## config.mk

```make
export PLATFORM = sky130hd
export DESIGN_NAME = ap_ctrl_hs_driver
export DESIGN_NICKNAME = d
export VERILOG_FILES = /design/src/rtl/ap_ctrl_hs_driver.sv
export SDC_FILE = /design/constraint.sdc
export NUM_CORES = 1
export LEC_CHECK = 0
export BUFFER_PORTS_ARGS = -buffer_cell sky130_fd_sc_hd__buf_2
export CORE_MARGIN = 2
export CORE_UTILIZATION = 35
export DETAILED_ROUTE_END_ITERATION = 8
export GPL_TIMING_DRIVEN = 0
export HOLD_SLACK_MARGIN = 0.02
export PLACE_DENSITY_LB_ADDON = 0.05
export SYNTH_ARGS = -nofsm -noshare
export SYNTH_HDL_FRONTEND = slang
export SYNTH_SLANG_ARGS = --single-unit
export TNS_END_PERCENT = 1
```

## constraint.sdc

```tcl
create_clock -name clock -period 7.6 [get_ports clock]
set_clock_uncertainty 0.05 [all_clocks]
set_input_delay 0 -clock clock [delete_from_list [all_inputs] [get_ports clock]]
set_output_delay 0 -clock clock [all_outputs]
set_load 0.005 [all_outputs]
```

## src/rtl/ap_ctrl_hs_driver.sv

```systemverilog
// Initiator side of the ap_ctrl_hs handshake: issues a run of transactions, bounds outstanding work, measures latency.
// Optional watchdog enabled by defining AP_CTRL_HS_DRIVER_WATCHDOG_EN.
module ap_ctrl_hs_driver #(
  parameter int CNT_W       = 32,
  parameter int TXN_W       = 16,
  parameter int MAX_OUT     = 2,
  parameter int WDOG_CYCLES = 65536
) (
  input  logic             clock,
  input  logic             reset,
  input  logic             go,
  input  logic [TXN_W-1:0] txn_count,
  output logic             ap_start,
  output logic             ap_continue,
  input  logic             ap_ready,
  input  logic             ap_done,
  output logic             busy,
  output logic             finish,
  output logic [TXN_W-1:0] issued,
  output logic [TXN_W-1:0] completed,
  output logic [CNT_W-1:0] last_latency,
  output logic [CNT_W-1:0] max_latency,
  output logic             protocol_err,
  output logic             timeout_err
);

  localparam int OUT_W = $clog2(MAX_OUT + 1);
  localparam int PTR_W = (MAX_OUT > 1) ? $clog2(MAX_OUT) : 1;

  typedef enum logic [1:0] {IDLE, ISSUE, DRAIN, FIN} state_t;
  state_t state_reg, state_next;

  logic [CNT_W-1:0] cyc_reg, ts_reg, push_ts, pop_ts, latency;
  logic             ts_held_reg;
  logic [CNT_W-1:0] mem_reg [MAX_OUT];
  logic [PTR_W-1:0] wr_ptr_reg, rd_ptr_reg;
  logic [OUT_W-1:0] out_reg;
  logic [TXN_W-1:0] txn_reg, issued_reg, completed_reg, issued_next, completed_next;
  logic [CNT_W-1:0] last_lat_reg, max_lat_reg;
  logic             busy_reg, finish_reg, perr_reg;
  logic             start, accept, active, pop, go_ok, wd_fire;

  function automatic logic [PTR_W-1:0] ptr_inc(input logic [PTR_W-1:0] p);
    return (p == PTR_W'(MAX_OUT - 1)) ? '0 : p + 1'b1;
  endfunction

  always_comb begin
    active         = (state_reg == ISSUE) || (state_reg == DRAIN);
    go_ok          = go && ((state_reg == IDLE) || (state_reg == FIN));
    start          = (state_reg == ISSUE) && (out_reg < OUT_W'(MAX_OUT));
    accept         = start && ap_ready;
    // Timestamp is the first cycle ap_start was high for this transaction.
    push_ts        = ts_held_reg ? ts_reg : cyc_reg;
    // An empty FIFO with a same-cycle accept pops the entry being pushed.
    pop            = active && ap_done && ((out_reg != '0) || accept);
    pop_ts         = (out_reg != '0) ? mem_reg[rd_ptr_reg] : push_ts;
    latency        = cyc_reg - pop_ts;
    issued_next    = issued_reg + TXN_W'(accept);
    completed_next = completed_reg + TXN_W'(pop);
  end

  always_comb begin
    state_next = state_reg;
    case (state_reg)
      IDLE, FIN: if (go_ok) state_next = (txn_count != '0) ? ISSUE : FIN;
      ISSUE:     if (issued_next == txn_reg)
                   state_next = (completed_next == txn_reg) ? FIN : DRAIN;
      DRAIN:     if (completed_next == txn_reg) state_next = FIN;
      default:   state_next = IDLE;
    endcase
    if (wd_fire) state_next = FIN;
  end

  always_ff @(posedge clock or posedge reset) begin
    if (reset) begin
      for (int i = 0; i < MAX_OUT; i++) mem_reg[i] <= '0;
    end else if (accept) begin
      mem_reg[wr_ptr_reg] <= push_ts;
    end
  end

  always_ff @(posedge clock or posedge reset) begin
    if (reset) begin
      state_reg     <= IDLE;
      cyc_reg       <= '0;
      ts_reg        <= '0;
      ts_held_reg   <= 1'b0;
      wr_ptr_reg    <= '0;
      rd_ptr_reg    <= '0;
      out_reg       <= '0;
      txn_reg       <= '0;
      issued_reg    <= '0;
      completed_reg <= '0;
      last_lat_reg  <= '0;
      max_lat_reg   <= '0;
      busy_reg      <= 1'b0;
      finish_reg    <= 1'b0;
      perr_reg      <= 1'b0;
    end else begin
      state_reg  <= state_next;
      cyc_reg    <= cyc_reg + 1'b1;
      busy_reg   <= (state_next == ISSUE) || (state_next == DRAIN);
      finish_reg <= (state_next == FIN);
      if (go_ok) begin
        txn_reg       <= txn_count;
        issued_reg    <= '0;
        completed_reg <= '0;
        max_lat_reg   <= '0;
        perr_reg      <= 1'b0;
        wr_ptr_reg    <= '0;
        rd_ptr_reg    <= '0;
        out_reg       <= '0;
        ts_held_reg   <= 1'b0;
      end else if (active) begin
        issued_reg    <= issued_next;
        completed_reg <= completed_next;
        if (accept) wr_ptr_reg <= ptr_inc(wr_ptr_reg);
        if (pop) rd_ptr_reg <= ptr_inc(rd_ptr_reg);
        if (accept && !pop) out_reg <= out_reg + 1'b1;
        else if (pop && !accept) out_reg <= out_reg - 1'b1;
        ts_held_reg <= start && !ap_ready && !wd_fire;
        if (start && !ap_ready && !ts_held_reg) ts_reg <= cyc_reg;
        if (pop) begin
          last_lat_reg <= latency;
          if (latency > max_lat_reg) max_lat_reg <= latency;
        end
        if (ap_done && !pop) perr_reg <= 1'b1;
      end
    end
  end

`ifdef AP_CTRL_HS_DRIVER_WATCHDOG_EN
  localparam int WD_W = $clog2(WDOG_CYCLES + 1);
  logic [WD_W-1:0] wd_reg;
  logic            timeout_reg;

  // Fires on the WDOG_CYCLES-th consecutive cycle without an accept or a done.
  assign wd_fire = active && !accept && !ap_done && (wd_reg == WD_W'(WDOG_CYCLES - 1));

  always_ff @(posedge clock or posedge reset) begin
    if (reset) begin
      wd_reg      <= '0;
      timeout_reg <= 1'b0;
    end else if (go_ok) begin
      wd_reg      <= '0;
      timeout_reg <= 1'b0;
    end else if (active) begin
      wd_reg <= (accept || ap_done) ? '0 : wd_reg + 1'b1;
      if (wd_fire) timeout_reg <= 1'b1;
    end
  end

  assign timeout_err = timeout_reg;
`else
  logic unused_wdog;
  assign unused_wdog = ^WDOG_CYCLES;
  assign wd_fire     = 1'b0;
  assign timeout_err = 1'b0;
`endif

  assign ap_start     = start;
  assign ap_continue  = busy_reg;
  assign busy         = busy_reg;
  assign finish       = finish_reg;
  assign issued       = issued_reg;
  assign completed    = completed_reg;
  assign last_latency = last_lat_reg;
  assign max_latency  = max_lat_reg;
  assign protocol_err = perr_reg;

endmodule
```

==> metrics.md, run 1 <==
| Metric | Value |
|---|---|
| DRC | `0` |
| Via density | `5.25` |
| Largest net degree at the start of global routing | `117` |
| WL per Instance | `20.1 um` |
| Area growth, synth to finish | `17.0%` |
| Antenna-violating nets left | `0` |
| Static Leakage | `between 7 and 8 nW` |
| HPWL after detailed placement | `32.5 mm` |
| Required time of the critical path | `8010 ps` |
| Placed cell area | `0.0158 mm^2` |
| CTS max path bufs | `3` |
| Sink Count | `250` |
| Layout cells sized above 1 | `19.3%` |
| CP Class | `register to register` |
| Worst vdd ir | `around 0.00018 V` |
| N_diodes | `0` |
| Setup Buffers After CTS | `0` |
| F_max | `135 MHz` |
| Leading area contributor after synthesis | `dfrtp_1` |
| Vias in the first global route | `around 11000` |
| Post-synthesis instance total | `1464` |
| Worst-path maximum fanout | `10` |
| Simple-gate share of the synthesized area | `between 10 and 15%` |
| Routed wire length | `44.0 mm` |
| EDFF count, synth | `0` |
| Yosys reg bits | `250` |
| Post-synth cell types | `76` |
| Fin crit share | `97.3%` |
| Max Slew Vio Count | `0` |
| Worst-skew pair later-pin latency | `slightly below 600 ps` |
| Total track usage | `around 20%` |
| Port Buf Inserts | `121` |
| Slew @ Worst Pin | `between 1000 and 1500 ps` |
| TritonCTS clock tree | `yes` |
| Status | `finished clean` |
| GP Congestion | `approximately 0.80` |
| First-pass GRT wire length | `68.9 mm` |
| Chip height | `207 um` |
| Top post-synthesis cells by area | `dfrtp_1, mux2_2, ha_1` |
| Total CTS buffers | `31` |
| Post-synthesis adder-cell area fraction | `under 10%` |
| Worst Path Arrival | `7800 ps` |
| Nets | `1733` |
| Relative slew slack | `25.1%` |
| Hold Vio Cnt, Final | `0` |
| Crit end category | `register` |
| Initial core utilization | `35.4%` |
| Power Density | `386 mW/mm^2` |
| Final instance count without filler cells | `2189` |
| DRT iter0 DRCs | `711` |
| Initial antenna violation count | `0` |
| Syn avg cell area | `9.86 um^2` |
| Syn Nets | `~1600` |
| Final Cell Area | `0.0169 mm^2` |
| Most frequent cells after synthesis | `dfrtp_1, nand2_1, o21ai_0, mux2_2, nor2_1` |
| Number of flip-flops in the largest register | `64` |
| Period minus WS final | `between 7000 and 8000 ps` |
| Fillers | `a little over 4000` |
| Maximum Capacitance Violations | `0` |
| Die width | `207 um` |
| DP Cell Count | `2119` |
| Total global routing overflow | `0` |
| Design Power | `6.53 mW` |
| Io pins | `approximately 120` |
| Startpoint Class | `register` |
| Core ar. | `0.0407 mm^2` |
| Post-synthesis compound-gate area fraction | `13.6%` |
| Main combinational cell family by area after synthesis | `simple AND/OR/NAND/NOR gates` |
| Die footprint | `between 0.04 and 0.05 mm^2` |
| Post-synthesis xor/xnor area fraction | `6.68%` |
| Clk slew on worst S/H paths | `approximately 60 ps` |
| Area of the multi-input gates | `0.00767 mm^2` |
| Async SR Flop Fraction | `100%` |
| Final setup violation count | `0` |
| RSZ-0062 raised after global routing | `no` |
| Dpl ws | `-759 ps` |
| Post-Syn Area | `0.0144 mm^2` |
| Most common cell in the netlist | `dfrtp_1` |
| Site Rows | `74` |
| YS warnings | `0` |
| Sequential fraction of the synthesis area | `43.3%` |
| Post-synthesis mux area share | `between 10 and 15%` |
| Yosys top cell area share | `43.3%` |
| Most used DFF post-synth | `dfrtp_1` |
| H-tree Lvls | `1` |
| Root Buffer | `clkbuf_16` |
| Vias | `11500` |
| Final WS setup | `slightly above 200 ps` |
| Drt pass-1 iters | `5` |
| Hold WC Path Type | `primary input to register` |
| Register area | `0.00626 mm^2` |
## per-layer routing
metal	up-vias	global-route usage (%)	wire (um)
li1	5564	-	-
met1	5676	29.8	21800
met2	217	32.3	19900
met3	42	2.26	1610
met4	0	4.14	722
met5	-	0	0
## report_power, final
part / leakage (nW) / internal [mW] / total, mW / switching (mW)
Clock: 0.443 / 0.787 / 1.36 / 0.578
Sequential: 3.21 / 1.66 / 1.89 / 0.237
Combinational: 4.00 / 1.32 / 3.27 / 1.96
## cell families after synthesis
group           Yosys count
fa+ha+maj                72
other cells               1
xor+xnor                102
mux                     161
buf+inv                 135
flops                   250
compound gates          318
simple gates            425
## stage by stage
| stage | hold slack (ps) | util, % | TNS [ps] |
|---|---|---|---|
| 4_1_cts | 139 | 41.5 | 0 |
| 6_report | 166 | 41.5 | 0 |
| 3_5_place_dp | 22.9 | 38.7 | -18150 |
| 5_1_grt | 165 | 41.5 | 0 |
| 3_3_place_gp | 204 | 38.6 | -723220 |
| 2_1_floorplan | 66.8 | - | 0 |
## worst paths after layout
check                                        start                      endpoint  slack, ps  depth (start not counted)
min                                  txn_count[11]       txn_reg[11]$_DFFE_PP0P_        170                          3
max in group asynchronous                    reset  last_latency[27]$_DFFE_PP0P_       5910                          5
max reg2reg                 rd_ptr_reg$_DFFE_PP0P_   max_latency[10]$_DFFE_PP0P_        210                         19
max                         rd_ptr_reg$_DFFE_PP0P_   max_latency[10]$_DFFE_PP0P_        210                         19
min reg2reg                mem_reg[16]$_DFFE_PP0P_       mem_reg[16]$_DFFE_PP0P_        420                          2
min in group asynchronous                    reset      completed[3]$_DFFE_PP0P_        600                          4
## critical path, stage by stage (launching register included)
cell and delay [ps]:
dfrtp_1 320, clkbuf_1 370, clkbuf_2 400, mux2_2 370
o21ai_0 380, fa_1 330, a211oi_1 110, o21ai_0 650
and4_1 340, o221a_2 230, xor2_1 530, ha_1 230
and3_1 280, nand4_1 290, nor3_2 440, a21boi_0 500
o32a_1 340, o21a_1 320, buf_2 380, mux2_2 380
## repair_timing
action                                 CTS  global route
setup endpoints to repair               32            30
gates resized for setup                  8             8
endpoints found under the hold margin  274             0
hold buffers                            21             0
## cells in the final DEF (no fill, tap or decap), types with 18 or more instances in the layout
cell type	instances
buf_2	130
clkbuf_1	66
mux2i_1	40
nand3_1	36
nand2_1	152
a21oi_1	67
xnor2_1	60
dlygate4sd3_1	21
ha_1	71
and3_1	18
o21ai_0	123
xor2_1	37
inv_1	57
dfrtp_1	250
o31ai_1	18
clkbuf_16	31
nor2_1	103
mux2_2	119
## final cells by class
type / instances / share of cell area [%]
multi-input cells: 1079 / 45.4
repair buffers: 144 / 5.15
flip-flops and latches: 250 / 37.0
clock inverters: 3 / 0.0888
inverters: 58 / 1.33
clock buffers: 47 / 5.24
well taps: 532 / 3.94
plain buffers: 76 / 1.85
Note: power is estimated with default switching activity, not from simulation.
==> run 2: changes to the inputs <==
- CTS_CLUSTER_DIAMETER: unset -> 80
- clock period: 7.6 -> 6.6 ns (I/O delays scaled with it)
==> run 2 against run 1 <==
Net effect:
- critical path depth increased by 1
- largest power group unchanged
- maximum frequency increased by 21%
- critical endpoint is now max_latency[4]$_DFFE_PP0P_
- hold slack got worse by 84 ps
- clock power increased by 26%
- largest cell class unchanged
==> metrics.md, run 2 (same netlist as run 1, synthesis figures left out) <==
| Metric | Value |
|---|---|
| Vias in the first global route | `11700` |
| Core ar. | `0.0407 mm^2` |
| Largest net degree at the start of global routing | `41` |
| Crit end category | `register` |
| Routed wire length | `44.3 mm` |
| Leading cell type in the layout, fill and taps excluded | `dfrtp_1` |
| Layout cells sized above 1 | `20.9%` |
| Hold WC Path Type | `primary input to register` |
| DRC | `0` |
| GP Congestion | `0.806` |
| Final setup violation count | `0` |
| Max Slew Vio Count | `0` |
| N_diodes | `0` |
| Root Buffer | `clkbuf_16` |
| Status | `finished clean` |
| Slowest cell on the critical path | `clkbuf_1` |
| Power Density | `450 mW/mm^2` |
| Total CTS buffers | `34` |
| WL per Instance | `around 20 um` |
| Number of flip-flops in the largest register | `64` |
| Die width | `207 um` |
| Vias | `11500` |
| Sink Count | `250` |
| Final core utilization | `42.2%` |
| Switching fraction of total power | `42.0%` |
| Worst-path maximum fanout | `10` |
| Sequential share of power | `28.3%` |
| Maximum Capacitance Violations | `0` |
| Site Rows | `74` |
| Int Pwr | `4.48 mW` |
| Period minus WS final | `approximately 6100 ps` |
| Clk network pwr share | `roughly 22%` |
| Drt pass-1 iters | `7` |
| Design Power | `7.72 mW` |
| Total track usage | `between 20% and 30%` |
| Die footprint | `0.0429 mm^2` |
| Total global routing overflow | `0` |
| Clk slew on worst S/H paths | `60 ps` |
| Nets | `1740` |
| Worst vdd ir | `0.000197 V` |
| Antenna-violating nets left | `0` |
| CP cell instances | `clkbuf_4, mux2_2, o21ai_0, ha_1, a21oi_1, o21ai_0, o21ba_2, a21oi_2, o31a_1, o21a_1, xnor2_1, ha_1, nand2_1, nor2_1, nand4_1, nor2_2, o32a_1, clkbuf_1, o211ai_1, o31ai_1` |
| WP buf/inv | `2` |
| Relative slew slack | `31.6%` |
| RSZ-0062 raised after global routing | `no` |
| CP top delay family | `compound AO/OA/AOI/OAI gates` |
| Initial core utilization | `35.4%` |
| Required time of the critical path | `6980 ps` |
| Initial antenna violation count | `0` |
| Hold Vio Cnt, Final | `0` |
| Worst Path Arrival | `6480 ps` |
| Chip height | `207 um` |
| Static Leakage | `7.79 nW` |
| CTS max path bufs | `3` |
| Fin crit share | `92.4%` |
| H-tree Lvls | `2` |
| HPWL after detailed placement | `between 30 and 40 mm` |
| CP Class | `register to register` |
| DRT iter0 DRCs | `541` |
| Port Buf Inserts | `about 120` |
| Slew @ Worst Pin | `1020 ps` |
| Io pins | `about 120` |
| Most frequent cells in the layout | `dfrtp_1, nand2_1, buf_2` |
| Startpoint Class | `register` |
| Crit-path max cell delay | `630 ps` |
| Sw Pwr | `3.24 mW` |
| Area growth, synth to finish | `18.9%` |
| Worst-skew pair later-pin latency | `540 ps` |
| F_max | `164 MHz` |
| TritonCTS clock tree | `yes` |
| Via density | `5.24` |
| First-pass GRT wire length | `69.5 mm` |
| Combinational power share | `49.4%` |
## run 2: routing by layer
| metal | vias up | wire length, um | global-route usage [%] |
|---|---|---|---|
| met2 | 191 | 20400 | 32.9 |
| met3 | 64 | 1470 | 3.21 |
| met1 | 5667 | 21400 | 28.9 |
| li1 | 5595 | - | - |
| met5 | - | 0 | 0 |
| met4 | 0 | 986 | 5.79 |
## run 2: cell type report
| class | instances | area [um^2] |
|---|---|---|
| fill | 4035 | 23600 |
| multi-input combinational | 1079 | 7730 |
| sequential | 250 | 6260 |
| clock buffer | 50 | 972 |
| timing repair buffer | 149 | 953 |
| tap | 532 | 666 |
| buffer | 75 | 333 |
| inverter | 58 | 221 |
| clock inverter | 7 | 42.5 |
## run 2: timing repair
item | in CTS | in global routing
gates resized for setup | 32 | 11
hold buffers | 20 | 0
setup endpoints to repair | 32 | 31
pin swaps | 0 | 1
hold endpoints to repair | 166 | 0
buffers inserted | 0 | 1
## run 2: worst paths after layout
path	end	from	depth (start not counted)	slack, ps
setup / recovery	max_latency[4]$_DFFE_PP0P_	rd_ptr_reg$_DFFE_PP0P_	20	500
hold / removal	completed[15]$_DFFE_PP0P_	go	5	80
setup reg to reg	max_latency[4]$_DFFE_PP0P_	rd_ptr_reg$_DFFE_PP0P_	20	500
hold reg to reg	mem_reg[25]$_DFFE_PP0P_	mem_reg[25]$_DFFE_PP0P_	2	420
max in group asynchronous	max_latency[24]$_DFFE_PP0P_	reset	8	4660
min in group asynchronous	completed[2]$_DFFE_PP0P_	reset	4	550
## run 2: worst reg2reg max path, cell delays in order, from the launching register on
cell      delay [ps]
dfrtp_1          540
clkbuf_4         340
mux2_2           360
o21ai_0          340
ha_1             370
a21oi_1          200
o21ai_0          180
o21ba_2          280
a21oi_2          340
o31a_1           380
o21a_1           190
xnor2_1          140
ha_1             330
nand2_1           70
nor2_1           170
nand4_1          140
nor2_2           270
o32a_1           350
clkbuf_1         630
o211ai_1         220
o31ai_1          110
## run 2: through the flow
| step | hold WS, ps | worst slack (ps) | setup TNS, ps | area [um^2] | cells |
|---|---|---|---|---|---|
| finish | 82.3 | 500 | 0 | 17200 | 2200 |
| global route | 105 | 105 | 0 | 17200 | 2200 |
| CTS | 67.8 | 21.5 | 0 | 17100 | 2199 |
| detailed placement | -57.6 | -1650 | -45650 | 15900 | 2124 |
| global placement | 204 | -1650 | -46310 | 15700 | 2117 |
| floorplan | 66.8 | 1170 | 0 | 14400 | 1464 |
## run 2: power groups by stage
stage | Combinational, mW | Sequential, mW | Clock (mW)
3_3_place_gp | 3.74 | 2.20 | 0
6_report | 3.82 | 2.18 | 1.72
5_1_grt | 4.27 | 2.23 | 1.84
4_1_cts | 3.83 | 2.19 | 1.77
2_1_floorplan | 2.54 | 2.13 | 0
3_5_place_dp | 3.77 | 2.20 | 0
==> run 3: changes to the inputs <==
- CELL_PAD_IN_SITES_DETAIL_PLACEMENT: unset -> 1
- CELL_PAD_IN_SITES_GLOBAL_PLACEMENT: unset -> 1
==> run 3 against run 2 <==
Net effect:
- hold slack lost 22 ps
- largest power group unchanged
- combinational power grew 1%
- sequential power is essentially flat
- total power grew 3.7%
- non-clock buffer count shrank 1
==> metrics.md, run 3 (same netlist as run 1, synthesis figures left out) <==
| Metric | Value |
|---|---|
| Worst vdd ir | `0.000173 V` |
| Routed wire length | `about 47 mm` |
| Worst-path maximum fanout | `10` |
| Layout cells sized above 1 | `between 20% and 30%` |
| Largest net degree at the start of global routing | `40` |
| Static Leakage | `slightly below 8 nW` |
| Final WS setup | `361 ps` |
| Hold Path End | `completed[1]$_DFFE_PP0P_` |
| Total CTS buffers | `34` |
| CP Class | `register to register` |
| F_max | `160 MHz` |
| Hold depth | `3` |
| Total global routing overflow | `0` |
| Hold Vio Cnt, Final | `0` |
| RSZ-0062 raised after global routing | `yes` |
| GP Congestion | `0.803` |
| Nets | `1739` |
| Sw Pwr | `~3.3 mW` |
| Total track usage | `~22%` |
| Site Rows | `74` |
| Port Buf Inserts | `121` |
| Area growth, synth to finish | `19.9%` |
| TritonCTS clock tree | `yes` |
| First-pass GRT wire length | `73.6 mm` |
| Sink Count | `250` |
| DRC | `0` |
| Combinational power share | `48.4%` |
| Final core utilization | `between 40% and 50%` |
| Required time of the critical path | `6960 ps` |
| Switching fraction of total power | `41.8%` |
| Io pins | `123` |
| Worst-skew pair later-pin latency | `550 ps` |
| Critical register-to-register path startpoint | `ts_held_reg$_DFFE_PP0P_` |
| Core ar. | `0.0407 mm^2` |
| DP Cell Count | `2124` |
| N_diodes | `0` |
| Critical register-to-register path endpoint | `max_latency[16]$_DFFE_PP0P_` |
| Fillers | `4679` |
| Startpoint Class | `register` |
| R2R setup slack | `360 ps` |
| DRT iter0 DRCs | `516` |
| Max Slew Vio Count | `0` |
| Most frequent CP cell | `a21oi_1` |
| Relative slew slack | `22.8%` |
| Root Buffer | `clkbuf_16` |
| Initial antenna violation count | `0` |
| Slew @ Worst Pin | `1150 ps` |
| Period minus WS final | `6240 ps` |
| Sequential share of power | `27.4%` |
| Slowest cell on the critical path | `dfrtp_2` |
| Setup Buffers After CTS | `0` |
| H-tree Lvls | `2` |
| Final setup violation count | `0` |
| Maximum Capacitance Violations | `0` |
| Most frequent cells in the layout | `dfrtp_1, nand2_1, buf_2` |
| Crit end category | `register` |
| Die footprint | `0.0429 mm^2` |
| Area of the multi-input gates | `0.00771 mm^2` |
| WL per Instance | `21.1 um` |
| Status | `finished clean` |
| Via density | `5.27` |
| Fin crit share | `94.5%` |
| Chip height | `207 um` |
| Clk slew on worst S/H paths | `60 ps` |
| Crit-path max cell delay | `about 520 ps` |
| Die width | `207 um` |
| Vias | `11600` |
| Leading cell type in the layout, fill and taps excluded | `dfrtp_1` |
| CTS max path bufs | `3` |
| Number of flip-flops in the largest register | `64` |
| Initial core utilization | `between 30% and 40%` |
| Vias in the first global route | `12300` |
| Clk network pwr share | `24.2%` |
| HPWL after detailed placement | `35.1 mm` |
| Int Pwr | `~4.7 mW` |
| Final instance count without filler cells | `2204` |
| Power Density | `462 mW/mm^2` |
| Antenna-violating nets left | `0` |
| Hold WC Path Type | `primary input to register` |
| Drt pass-1 iters | `4` |
| Startpoint of the worst hold path | `go` |
| CP cell instances | `clkbuf_4, mux2i_1, a21oi_1, ha_1, inv_1, fa_1, a211oi_2, o21ai_2, a21o_1, a21oi_1, o21bai_1, a21oi_1, xnor2_1, ha_1, and3_1, nand4_1, nor3_4, a21boi_1, o32a_1, o21a_1, clkbuf_4, mux2_2` |
| Worst Path Arrival | `6600 ps` |
| Dpl ws | `-1630 ps` |
| Register area | `~0.0063 mm^2` |
| Worst Reg-to-Reg Cells | `22` |
[run 3: cell types whose count changed in the layout (fill, tap and decap cells not counted), moves of 2 or more]
cell,change
buf_4,-2
clkbuf_1,-6
clkinv_2,-3
bufinv_16,+3
clkinvlp_4,+2
clkbuf_8,+7
[run 3: worst max-delay path: cells and delay by family, from the launching register on]
kind / cells / cell delay [ps]
buffers and inverters: 3 / 750
and+or+nand+nor: 3 / 730
muxes: 2 / 520
adders and majority gates: 3 / 970
AOI/OAI and AO/OA: 10 / 2370
DFF: 1 / 520
xor gates and xnor gates: 1 / 170
[run 3: cell type report]
cell class	count	area share [%]
repair buffers	148	5.46
clock buffers	50	5.90
inverters	58	1.28
multi-input cells	1079	44.5
flip-flops and latches	250	36.1
plain buffers	75	1.92
well taps	532	3.84
clock inverters	12	0.961
[run 3: how the worst max path moves through the flow]
stage / slack (ps) / to / from
3_5_place_dp: -1630 / max_latency[9]$_DFFE_PP0P_ / ts_held_reg$_DFFE_PP0P_
2_1_floorplan: 1170 / max_latency[17]$_DFFE_PP0P_ / ts_held_reg$_DFFE_PP0P_
3_3_place_gp: -1590 / max_latency[13]$_DFFE_PP0P_ / ts_held_reg$_DFFE_PP0P_
4_1_cts: 10 / max_latency[16]$_DFFE_PP0P_ / rd_ptr_reg$_DFFE_PP0P_
5_1_grt: -10 / max_latency[5]$_DFFE_PP0P_ / out_reg[0]$_DFFE_PP0P_
6_report: 360 / max_latency[16]$_DFFE_PP0P_ / ts_held_reg$_DFFE_PP0P_
[run 3: per-stage QoR]
stage	power (mW)	hold slack [ps]	TNS, ps	cell area [um^2]
after floorplan	4.67	66.8	0	14400
final	8.01	60.7	0	17300
after global placement	5.96	205	-43970	15700
after detailed placement	6.05	53.7	-45260	15900
after global routing	8.60	98.1	-11.3	17300
after CTS	8.10	60.3	0	17300
[run 3: per-layer routing]
layer  part of all wire [%]  global-route usage (%)  up-vias
met3                    2.6                    2.58       54
li1                       -                       -     5581
met5                      0                       0        -
met1                     49                    30.8     5829
met4                    2.0                    5.69        0
met2                     47                    35.5      152
[run 3: power by group through the flow]
stage	sequential (mW)	clock (mW)	combinational (mW)
4_1_cts	2.20	2.00	3.90
3_5_place_dp	2.21	0	3.84
2_1_floorplan	2.13	0	2.54
3_3_place_gp	2.20	0	3.76
6_report	2.19	1.94	3.87
5_1_grt	2.24	2.06	4.30
[run 3: repair_timing]
action | in CTS | in global routing
hold endpoints to repair | 148 | 0
gates resized for setup | 31 | 8
hold buffers | 20 | 0
endpoints found under the setup margin | 32 | 30
